[src/rtl/uart_sched_pkg.sv]
// Shared types and constants for the UART transmit scheduler.
package uart_sched_pkg;

  typedef enum logic [1:0] {
    ST_IDLE,
    ST_START,
    ST_WAIT_DONE,
    ST_GAP
  } state_e;

  localparam int CNT_WIDTH              = 16;
  localparam int DEFAULT_GAP_CYCLES     = 4;
  localparam int DEFAULT_TIMEOUT_CYCLES = 4096;

endpackage

[src/rtl/rr_arbiter.sv]
// Combinational round-robin selector: searches upward from the requester
// after the last grant, wrapping around.
module rr_arbiter #(
  parameter int G_NB_REQ = 2
) (
  input  logic [G_NB_REQ-1:0]         i_req,
  input  logic [$clog2(G_NB_REQ)-1:0] i_last,
  output logic [$clog2(G_NB_REQ)-1:0] o_grant,
  output logic                        o_valid
);

  localparam int IW = $clog2(G_NB_REQ);

  int idx;

  always_comb begin
    // NOTE: every signal assigned in an always_comb gets a default first, so
    // no path leaves it unassigned and no latch is inferred.
    o_grant = '0;
    o_valid = 1'b0;
    idx     = 0;
    for (int off = 1; off <= G_NB_REQ; off++) begin
      idx = (int'(i_last) + off) % G_NB_REQ;
      if (!o_valid && i_req[IW'(idx)]) begin
        o_valid = 1'b1;
        o_grant = IW'(idx);
      end
    end
  end

endmodule

[src/rtl/uart_tx_scheduler.sv]
// Round-robin scheduler feeding one UART transmitter: captures a requester's
// payload, starts the frame, waits for done (with timeout), then idles a gap.
module uart_tx_scheduler
  import uart_sched_pkg::*;
#(
  parameter int G_NB_REQ         = 2,
  parameter int G_DATA_WIDTH     = 8,
  parameter int G_GAP_CYCLES     = DEFAULT_GAP_CYCLES,
  parameter int G_TIMEOUT_CYCLES = DEFAULT_TIMEOUT_CYCLES
) (
  input  logic                             clk,
  input  logic                             rst,
  input  logic [G_NB_REQ-1:0]              i_req,
  input  logic [G_NB_REQ*G_DATA_WIDTH-1:0] i_data,
  output logic [G_NB_REQ-1:0]              o_ack,
  output logic                             o_tx_start,
  output logic [G_DATA_WIDTH-1:0]          o_tx_data,
  input  logic                             i_tx_done,
  output logic [$clog2(G_NB_REQ)-1:0]      o_grant_id,
  output logic                             o_busy,
  output logic                             o_timeout_err
);

  localparam int                   IW           = $clog2(G_NB_REQ);
  localparam logic [CNT_WIDTH-1:0] TIMEOUT_LAST = CNT_WIDTH'(G_TIMEOUT_CYCLES - 1);
  localparam logic [CNT_WIDTH-1:0] GAP_LAST     = CNT_WIDTH'(G_GAP_CYCLES - 1);
  localparam logic [IW-1:0]        LAST_RESET   = IW'(G_NB_REQ - 1);

  state_e                  state_q, state_d;
  logic [CNT_WIDTH-1:0]    cnt_q, cnt_d;
  logic [IW-1:0]           last_q, last_d;
  logic [IW-1:0]           grant_q, grant_d;
  logic [G_NB_REQ-1:0]     ack_q, ack_d;
  logic [G_DATA_WIDTH-1:0] data_q, data_d;
  logic                    start_q, start_d;
  logic                    busy_q, busy_d;
  logic                    err_q, err_d;

  logic [IW-1:0]           arb_grant;
  logic                    arb_valid;
  logic [G_DATA_WIDTH-1:0] data_lane [G_NB_REQ];

  rr_arbiter #(.G_NB_REQ(G_NB_REQ)) u_arb (
    .i_req   (i_req),
    .i_last  (last_q),
    .o_grant (arb_grant),
    .o_valid (arb_valid)
  );

  for (genvar k = 0; k < G_NB_REQ; k++) begin : g_lane
    assign data_lane[k] = i_data[k*G_DATA_WIDTH +: G_DATA_WIDTH];
  end

  always_comb begin
    state_d = state_q;
    cnt_d   = cnt_q;
    last_d  = last_q;
    grant_d = grant_q;
    data_d  = data_q;
    ack_d   = '0;
    start_d = 1'b0;
    err_d   = 1'b0;
    case (state_q)
      ST_IDLE: begin
        if (arb_valid) begin
          ack_d   = G_NB_REQ'(1) << arb_grant;
          grant_d = arb_grant;
          last_d  = arb_grant;
          data_d  = data_lane[arb_grant];
          state_d = ST_START;
        end
      end
      ST_START: begin
        start_d = 1'b1;
        cnt_d   = '0;
        state_d = ST_WAIT_DONE;
      end
      ST_WAIT_DONE: begin
        // A done arriving on the expiry cycle wins over the timeout.
        if (i_tx_done) begin
          cnt_d   = '0;
          state_d = (G_GAP_CYCLES > 0) ? ST_GAP : ST_IDLE;
        end else if (cnt_q == TIMEOUT_LAST) begin
          err_d   = 1'b1;
          cnt_d   = '0;
          state_d = ST_IDLE;
        end else begin
          cnt_d = cnt_q + 1'b1;
        end
      end
      ST_GAP: begin
        if (cnt_q == GAP_LAST) begin
          cnt_d   = '0;
          state_d = ST_IDLE;
        end else begin
          cnt_d = cnt_q + 1'b1;
        end
      end
      default: state_d = ST_IDLE;
    endcase
    busy_d = (state_d != ST_IDLE);
  end

  always_ff @(posedge clk) begin
    // NOTE: state registers use non-blocking assignment so every flop samples
    // the pre-edge values, independent of statement order.
    if (rst) begin
      state_q <= ST_IDLE;
      cnt_q   <= '0;
      last_q  <= LAST_RESET;
      grant_q <= '0;
      data_q  <= '0;
      ack_q   <= '0;
      start_q <= 1'b0;
      busy_q  <= 1'b0;
      err_q   <= 1'b0;
    end else begin
      state_q <= state_d;
      cnt_q   <= cnt_d;
      last_q  <= last_d;
      grant_q <= grant_d;
      data_q  <= data_d;
      ack_q   <= ack_d;
      start_q <= start_d;
      busy_q  <= busy_d;
      err_q   <= err_d;
    end
  end

  assign o_ack         = ack_q;
  assign o_tx_start    = start_q;
  assign o_tx_data     = data_q;
  assign o_grant_id    = grant_q;
  assign o_busy        = busy_q;
  assign o_timeout_err = err_q;

endmodule

[config.mk]
export PLATFORM = sky130hd
export DESIGN_NAME = uart_tx_scheduler
export DESIGN_NICKNAME = d
export VERILOG_FILES = /design/src/rtl/uart_sched_pkg.sv /design/src/rtl/rr_arbiter.sv /design/src/rtl/uart_tx_scheduler.sv
export SDC_FILE = /design/constraint.sdc
export NUM_CORES = 1
export LEC_CHECK = 0
export BUFFER_PORTS_ARGS = -buffer_cell sky130_fd_sc_hd__buf_2
export CAP_MARGIN = 20
export CORE_MARGIN = 8
export CORE_UTILIZATION = 48
export DETAILED_ROUTE_END_ITERATION = 10
export PLACE_DENSITY = 0.75
export SLEW_MARGIN = 40
export SYNTH_ARGS = -nofsm -noshare
export SYNTH_HDL_FRONTEND = slang
export SYNTH_SLANG_ARGS = --single-unit
export TNS_END_PERCENT = 50
[constraint.sdc]
create_clock -name clk -period 2 [get_ports clk]
set_clock_uncertainty 0.05 [all_clocks]
set_input_delay 0.2 -clock clk [delete_from_list [all_inputs] [get_ports clk]]
set_output_delay 0.2 -clock clk [all_outputs]
set_load 0.005 [all_outputs]
After elaboration in Yosys (flattened, before gate mapping) --
Cells that the tools add are included.
Operators by class: $add $sub $neg 3, multiply operators 0, div/mod/pow operators 0, order comparisons 3, eq/ne operators 5, shift operators 1, muxes and demuxes 22, bitwise gates (word level) 4, reductions and logical operators 8
Operator list (count):
- $mux 16 | 3
- $pmux 16 s3 | 1
- $mux 8 | 3
- $add 16x1->16 const B | 1
- $eq 16x12->1 const B | 1
- $eq 16x2->1 const B | 1
- $mux 1 | 10
- $mux 2 | 4
- $pmux 2 s4 | 1
- $lt 1x3->1 const B | 2
- $reduce_or 3->1 | 2
- $eq 2x2->1 const B | 2
- $not 1->1 | 3
- $reduce_bool 3->1 | 1
- $add 1x1->1 const B | 2
- $eq 2x1->1 const B | 1
- $ge 2x2->1 const B | 1
- $logic_not 2->1 | 1
- $not 1->2 | 1
- $reduce_and 2->1 | 1
- $reduce_bool 2->1 | 1
- $shl 1x1->2 const A | 1
- $logic_and 1x1->1 | 1
- $logic_not 1->1 | 1
Storage, ports and cells: flip-flop bits (word level) 33, bits in latches 0, RAM bits 0, bits in read-only memories 0, input bits 21, output and inout bits 14, logic and storage cells 55, memories kept 0

Logic depth before layout (Yosys ltp) --
Gate-level depths: netlist of run 1.
word-level depth 12, depth in mapped cells 7, gate-level depth less buffers 6

Hierarchy --
Synthesis of run 1 repeated with hierarchy kept, for this count alone.
Unflattened totals: cells, all modules 189, area total of the unflattened synthesis 1677.9 sq um
By module, submodules not included:
- uart_tx_scheduler | times used 1, cells each 187, area an instance 1656.6 sq um, sequential area each 660.6 sq um
- rr_arbiter | times used 1, cells each 2, area an instance 21.3 sq um, sequential area each 0.0 sq um

Worst setup path before layout of run 1 --
OpenSTA, ideal clock, no wires.
path type register -> register, from reg cnt_q[12], to reg cnt_q[12], setup time 0.129 ns, arrival 2.004 ns, data required time 1.821 ns, path slack -0.183 ns, cell stages (with the launch flop) 7, buffers on the path 1, period minus slack after synthesis 2.183 ns, cells stage by stage dfxtp_1 -> or4_4 -> or4_4 -> a32o_2 -> buf_6 -> a41oi_1 -> a31oi_1
Between the ends: longest elaborated chain between the ends 4, elaborated cells between the ends (all ways) 7, those cells by class add/sub (1); eq/ne (2); mux (4)
Ends and longest elaborated chain:
- start: declaration | line uart_tx_scheduler.sv:30 | logic [CNT_WIDTH-1:0] cnt_q, cnt_d;
- start signal: assignment | line uart_tx_scheduler.sv:119 | cnt_q <= cnt_d;
- $add 16x1->16 / $eq 16x12->1 (equally long branches) | line uart_tx_scheduler.sv:88, uart_tx_scheduler.sv:96, uart_tx_scheduler.sv:83
- $mux 16 | line uart_tx_scheduler.sv:83 | end else if (cnt_q == TIMEOUT_LAST) begin
- $mux 16 | line uart_tx_scheduler.sv:80 | if (i_tx_done) begin
- $pmux 16 s3 * | line uart_tx_scheduler.sv:63 | case (state_q)
Mark *: on every way between the ends. The rest lies on a longest branch, timed or not. A chain may end at the register's enable or synchronous reset.

Worst setup path after layout of run 1 --
from reg cnt_q[15], to reg cnt_q[9]
Between the ends: longest elaborated chain between the ends 4, elaborated cells between the ends (all ways) 6, those cells by class eq/ne (2); mux (4)
Ends and longest elaborated chain (line):
- $eq 16x12->1 | uart_tx_scheduler.sv:83
- $mux 16 | uart_tx_scheduler.sv:83
- $mux 16 | uart_tx_scheduler.sv:80
- $pmux 16 s3 * | uart_tx_scheduler.sv:63
Marked as above.

==> results of run 1 <==
path summary, 6_finish.rpt:
path	from	end	slack (ps)
max	cnt_q[15]$_SDFFE_PP0P_	cnt_q[9]$_SDFFE_PP0P_	-180
min	i_tx_done	o_timeout_err$_SDFF_PP0_	70
max reg2reg	cnt_q[15]$_SDFFE_PP0P_	cnt_q[9]$_SDFFE_PP0P_	-180
min reg2reg	o_tx_data[7]$_SDFFE_PP0P_	o_tx_data[7]$_SDFFE_PP0P_	450
layout by cell type (no fill, tap or decap), types with 3 or more instances in the layout:
| cell | instances |
|---|---|
| a211oi_1 | 8 |
| a21oi_2 | 4 |
| a22o_1 | 4 |
| a31oi_1 | 10 |
| a32o_2 | 4 |
| buf_2 | 33 |
| buf_4 | 33 |
| clkbuf_4 | 5 |
| dfxtp_1 | 29 |
| dfxtp_2 | 4 |
| inv_1 | 3 |
| mux2i_1 | 10 |
| nand2_1 | 14 |
| nand3_1 | 7 |
| nand4_1 | 5 |
| nor2_1 | 20 |
| nor3_1 | 6 |
| or4_4 | 3 |
| xnor2_1 | 3 |
Yosys cell counts (all sizes together), types with 4 or more instances:
| cell type | n | share of area [%] |
|---|---|---|
| nor3 | 6 | 1.9 |
| nand3 | 8 | 2.5 |
| nand2 | 16 | 3.8 |
| a21oi | 6 | 1.9 |
| a22o | 4 | 2.2 |
| a211oi | 8 | 3.8 |
| nor2 | 22 | 5.3 |
| dfxtp | 33 | 42 |
| o21ai | 5 | 1.6 |
| or4 | 5 | 2.9 |
| a31oi | 10 | 4.0 |
| nand4 | 5 | 2.0 |
| clkbuf | 9 | 2.1 |
| mux2i | 10 | 6.4 |
sequential cells by signal, indices dropped and copies added, names as in the netlist:
| signal | flops |
|---|---|
| o_ack | 2 |
| o_tx_data | 8 |
| cnt_q | 16 |
| o_tx_start | 1 |
| state_q | 2 |
| o_busy | 1 |
| o_grant_id | 1 |
| last_q | 1 |
| o_timeout_err | 1 |
per-stage QoR:
step	hold WS (ps)	power [mW]	area [um^2]	setup TNS [ps]
after CTS	45.3	1.47	2170	-1350
after global routing	78.5	1.53	2240	-2990
final	74.3	1.47	2240	-2250
after global placement	404	0.909	1990	-1340
after detailed placement	411	0.922	1990	-2030
after floorplan	227	0.845	1590	-139
kinds of logic (layout without fill, tap and decap cells):
family                   count (synthesis)  in the layout
AND/OR/NAND/NOR                         81             81
AO/OA/AOI/OAI                           40             43
adder cells (fa/ha/maj)                  1              1
XOR/XNOR                                 4              4
multiplexers                            10             10
buffers and inverters                   15             78
flip-flops                              33             33
where the power goes:
| part | internal [mW] | switching [mW] |
|---|---|---|
| Sequential | 0.688 | 0.0367 |
| Combinational | 0.0995 | 0.107 |
| Clock | 0.297 | 0.246 |
routing by layer:
metal  vias up  part of all wire [%]
met2       118                    48
met1       813                    39
met5         -                     0
li1        826                     -
met4         0                   4.0
met3        27                   8.4
what timing repair did:
action | in CTS | in global routing
pin swaps | 5 | 7
gates resized for setup | 9 | 21
endpoints found under the setup margin | 15 | 28
gates cloned | 3 | 0
buffers inserted | 3 | 0
area by class of cell:
| class | instances | area, um^2 | share of cell area [%] |
|---|---|---|---|
| clock buffers | 6 | 51.3 | 2.29 |
| clock inverters | 2 | 37.5 | 1.67 |
| inverters | 3 | 11.3 | 0.502 |
| multi-input cells | 139 | 988 | 44.1 |
| flip-flops and latches | 33 | 666 | 29.7 |
| well taps | 44 | 55.1 | 2.46 |
| repair buffers | 67 | 433 | 19.3 |
==> results_dict.tcl, run 1 <==
set metrics [dict create \
    antenna_found_initial 0 \
    cts-htree-levels 2 \
    fin_util_pct 72.8 \
    synth_compound_area_share_pct 17.5 \
    dr.pass1.iters 4 \
    grt_setup_unrepaired "true" \
    peakVddDrop_mv 0.509 \
    fin_crit_sh_pct 109 \
    synth_top_family_by_area "simple AND/OR/NAND/NOR gates" \
    wire_per_inst_um 17.6 \
    cts.path.max_buffers 2 \
    placed_cells 280 \
    async_flop_share_pct 0 \
    drive_gt1_share_pct 42.8 \
    syn_area_um2 1570 \
    grt_usage_pct 20.0 \
    drt-initial-drc-count 217 \
    insertedDiodeCount 0 \
    die_w_um 73.2 \
    die_h_um 73.2 \
    synth_warnings 0 \
    cts_tree "built" \
    grt_pass1_vias 1725 \
    path_max_fanout 5 \
    endpoint_kind "flop" \
    ys_ff_latch 33 \
    critical-path-slowest-cell "or4_4" \
    syn_area_per_cell_um2 8.55 \
    vias 1784 \
    muxShareOfSynthArea_pct 6.36 \
    synth_edf_count 0 \
    max_stage_delay_ps 560 \
    maxCapViolations 0 \
    crit_family "simple AND/OR/NAND/NOR gates" \
    grt-busiest-layer "met2" \
    worst_setup_path_start_kind "flop" \
    row_count 20 \
    synthToLayoutAreaGrowth_pct 42.6 \
    ys_types 41 \
    status "finished with violations" \
    synth-simple-area-share_pct 27.0 \
    clockRootBuffer "clkbuf_4" \
    nets 271 \
    fillers 216 \
    start_util_pct 51.1 \
    fin_ws_ps -180 \
    grt_max_degree 21 \
    post-place-ws_ps -212 \
    cts.clk_slew.worst_paths_ps 110 \
    worstPathRequired_ps 2200 \
    max_slew_margin_pct 55.1 \
    hold_depth 2 \
    use_met2_pct 31.7 \
    finalSetupViolCount 16 \
    avgViaCountPerCell 6.07 \
    antenna_left 0 \
    path_cells "or4_4 > or4_4 > a32o_4 > a21o_1 > a22o_1" \
    drt-total-wl_um 5170 \
    clock_latency_ps 350 \
    cts_num_sinks 33 \
    cp_num_buf_inv 0 \
    final_cells 294 \
    grt_util_met3_pct 6.04 \
    cp.arrival_ps 2380 \
    power.density_nw_per_um2 658 \
    met1_usage_pct 23.6 \
    syn_nets 206 \
    overflow 0 \
    place_hpwl_um 3310 \
    slew_violations 0 \
    synth_xor_area_share_pct 2.23 \
    worst_pin_slew_ps 673 \
    die_area_um2 5360 \
    io_buffers 33 \
    max_freq_mhz 459 \
    synth_fa_ha_area_share_pct 0.796 \
    grt_pass1_wl_um 8450 \
    hold_class "in -> reg" \
    coreArea_um2 3080 \
    cp_common_cell "or4_4" \
    place_congestion 0.903 \
    cts_buffers 5 \
    fin_crit_ps 2180 \
    ys.flop_type "dfxtp_1" \
    drc 0 \
    p_leak_nw 0.957 \
    hold_viol_final 0 \
    synthCells 184 \
    cp.depth 5 \
    critPathKind "reg -> reg" \
    io_pins 35 \
    hold_buffers 0 \
    violations "negative setup slack" \
    reg2reg_depth 5 \
    ys_seq_area_share_pct 42.0 \
]
Note: power is estimated with default switching activity, not from simulation.
==> inputs of run 2 (changes only) <==
Settings changed: PLACE_DENSITY 0.75 to 0.74, SYNTH_HIERARCHICAL from default to 1.
==> run 2 against run 1 <==
- the flow still finishes with violations (negative setup slack)
- critical path depth up 1
- wire length down 15%
- combinational power up 3%
==> results_dict.tcl, run 2 <==
set metrics [dict create \
    drt-initial-drc-count 106 \
    drive_gt1_share_pct 38.0 \
    yosysTopAreaCellShare_pct 39.4 \
    startpoint "cnt_q[0]$_SDFFE_PP0P_" \
    hold_buffers 0 \
    place_hpwl_um 3220 \
    cts_buffers 5 \
    max_slew_margin_pct 62.6 \
    syn_area_per_cell_um2 8.88 \
    violations "negative setup slack" \
    cts.path.max_buffers 2 \
    hold_class "in -> reg" \
    maxCapViolations 0 \
    hold_viol_final 0 \
    grt_usage_pct 16.8 \
    ys_types 49 \
    worstPathRequired_ps 2170 \
    synthCells 189 \
    cp.arrival_ps 2230 \
    fin_crit_ps 2060 \
    drc 0 \
    power.density_nw_per_um2 653 \
    dr.pass1.iters 5 \
    post-place-ws_ps -60.1 \
    muxShareOfSynthArea_pct 5.97 \
    min-delay-start "i_data[4]" \
    fin_util_pct 66.2 \
    synth_fa_ha_area_share_pct 0.746 \
    yosys.area.top_type "dfxtp_1" \
    regMostFlops "cnt_q" \
    ys_seq_area_share_pct 39.4 \
    ys_ff_latch 33 \
    slew_violations 0 \
    cts_tree "built" \
    peakVddDrop_mv 0.434 \
    synthTopCellsByCount "dfxtp_1, nand2_1, nor2_1" \
    place_area_um2 2040 \
    max_stage_delay_ps 400 \
    cts.clk_slew.worst_paths_ps 110 \
    path_max_fanout 4 \
    pwr-share-seq_pct 48.8 \
    synth_edf_count 0 \
    power_switching_mw 0.355 \
    drt-total-wl_um 4380 \
    ys.flop_type "dfxtp_1" \
    overflow 0 \
    grt_pass1_vias 1683 \
    finalSetupViolCount 5 \
    grt_pass1_wl_um 7420 \
    avgViaCountPerCell 5.72 \
    cts_num_sinks 33 \
    p_int_mw 1.09 \
    combPwrFrac_pct 14.8 \
    synth_top_family_by_area "simple AND/OR/NAND/NOR gates" \
    status "finished with violations" \
    sw_frac_of_total_pct 24.6 \
    final_cell_mix "buf_2, dfxtp_1, buf_4" \
    max_freq_mhz 485 \
    grt_setup_unrepaired "true" \
    final_area_um2 2210 \
    syn_area_um2 1680 \
    r2r-start "cnt_q[0]$_SDFFE_PP0P_" \
    synth_compound_area_share_pct 23.0 \
    layout_commonest_cell "buf_2" \
    antenna_found_initial 0 \
    fillers 295 \
    grt_max_degree 26 \
    nets 266 \
    clkPwrFrac_pct 36.4 \
    place_congestion 0.851 \
    die_w_um 75.1 \
    path_cells "ha_4 > or3b_4 > o41ai_4 > buf_4 > a21oi_4 > a221o_1" \
    insertedDiodeCount 0 \
    die_area_um2 5640 \
    endpoint_kind "flop" \
    io_pins 35 \
    worst_pin_slew_ps 561 \
    synth_xor_area_share_pct 1.57 \
    synth-simple-area-share_pct 24.7 \
    p_leak_nw 0.920 \
    start_util_pct 50.3 \
    fin_ws_ps -63.0 \
    synth_warnings 6 \
    yosysMostFrequentCell "dfxtp_1" \
    cts-htree-levels 2 \
    synthToLayoutAreaGrowth_pct 31.7 \
    async_flop_share_pct 0 \
    critical-path-slowest-cell "o41ai_4" \
    coreArea_um2 3340 \
    vias 1664 \
    worst_setup_path_start_kind "flop" \
    power_mw 1.44 \
    io_buffers 33 \
    clock_latency_ps 340 \
    syn_nets 211 \
    antenna_left 0 \
    largest_register_ffs 16 \
    wire_per_inst_um 15.0 \
    fin_crit_sh_pct 103 \
    row_count 21 \
    synthTopCellsByArea "dfxtp_1, mux2i_1, a211oi_1" \
    critPathKind "reg -> reg" \
    clockRootBuffer "clkbuf_4" \
    fin_setup_tns_ps -139 \
    die_h_um 75.1 \
]
-- run 2: changes by cell type after synthesis, sizes merged, moves of 3 or more --
cell,previous run,this run
xnor2,3,0
nor2,22,12
a221oi,0,4
a21o,1,5
a21oi,6,9
and2,1,7
a221o,0,3
or2,0,4
a2111oi,0,4
and3,1,4
a31oi,10,1
nor3,6,3
a22o,4,1
nand4,5,2
-- run 2: per-layer routing --
| layer | vias up | routed length, um | GRT usage (%) |
|---|---|---|---|
| met1 | 788 | 1900 | 19.1 |
| met4 | 0 | 46 | 5.00 |
| met5 | - | 0 | 0 |
| met3 | 6 | 292 | 5.73 |
| li1 | 811 | - | - |
| met2 | 59 | 2140 | 28.7 |
-- run 2: timing repair --
| item | in CTS | in global routing |
|---|---|---|
| pin swaps | 6 | 6 |
| gates resized for setup | 4 | 9 |
| setup endpoints to repair | 3 | 15 |
| setup buffers | 3 | 2 |
-- run 2: worst max-delay path: cells and delay by family (launching register included) --
kind / cells / cell delay (ps)
compound gates: 3 / 780
simple gates: 1 / 390
flops: 1 / 370
buf+inv: 1 / 190
fa+ha+maj: 1 / 140
-- run 2: path summary, 6_finish.rpt --
path                               end  slack (ps)  cells after the start
max              cnt_q[7]$_SDFFE_PP0P_         -60                      6
min          o_tx_data[4]$_SDFFE_PP0P_         140                      3
max reg2reg      cnt_q[7]$_SDFFE_PP0P_         -60                      6
min reg2reg    o_grant_id$_SDFFE_PP0P_         410                      2
-- run 2: stage by stage --
| stage | cells | hold WS [ps] |
|---|---|---|
| final | 291 | 140 |
| after floorplan | 189 | 378 |
| after CTS | 289 | 139 |
| after global routing | 291 | 134 |
| after detailed placement | 278 | 399 |
| after global placement | 278 | 393 |
-- run 2: cell families after synthesis --
group / after synthesis
xor gates and xnor gates: 3
adders and majority gates: 1
and+or+nand+nor: 75
buffers and inverters: 17
AOI/OAI and AO/OA: 50
muxes: 10
DFF: 33
-- run 2: power by group through the flow --
stage	combinational [mW]	clock (mW)	sequential [mW]
2_1_floorplan	0.119	0	0.721
3_3_place_gp	0.193	0	0.716
3_5_place_dp	0.203	0	0.718
4_1_cts	0.206	0.535	0.703
5_1_grt	0.236	0.565	0.707
6_report	0.213	0.526	0.703
-- run 2: cell type report --
cell class,count,area [um^2],share of cell area [%]
multi-input cells,139,997,45.1
flip-flops and latches,33,664,30.1
repair buffers,64,402,18.2
well taps,46,57.6,2.60
clock buffers,7,55.1,2.49
clock inverters,1,30.0,1.36
inverters,1,3.75,0.170
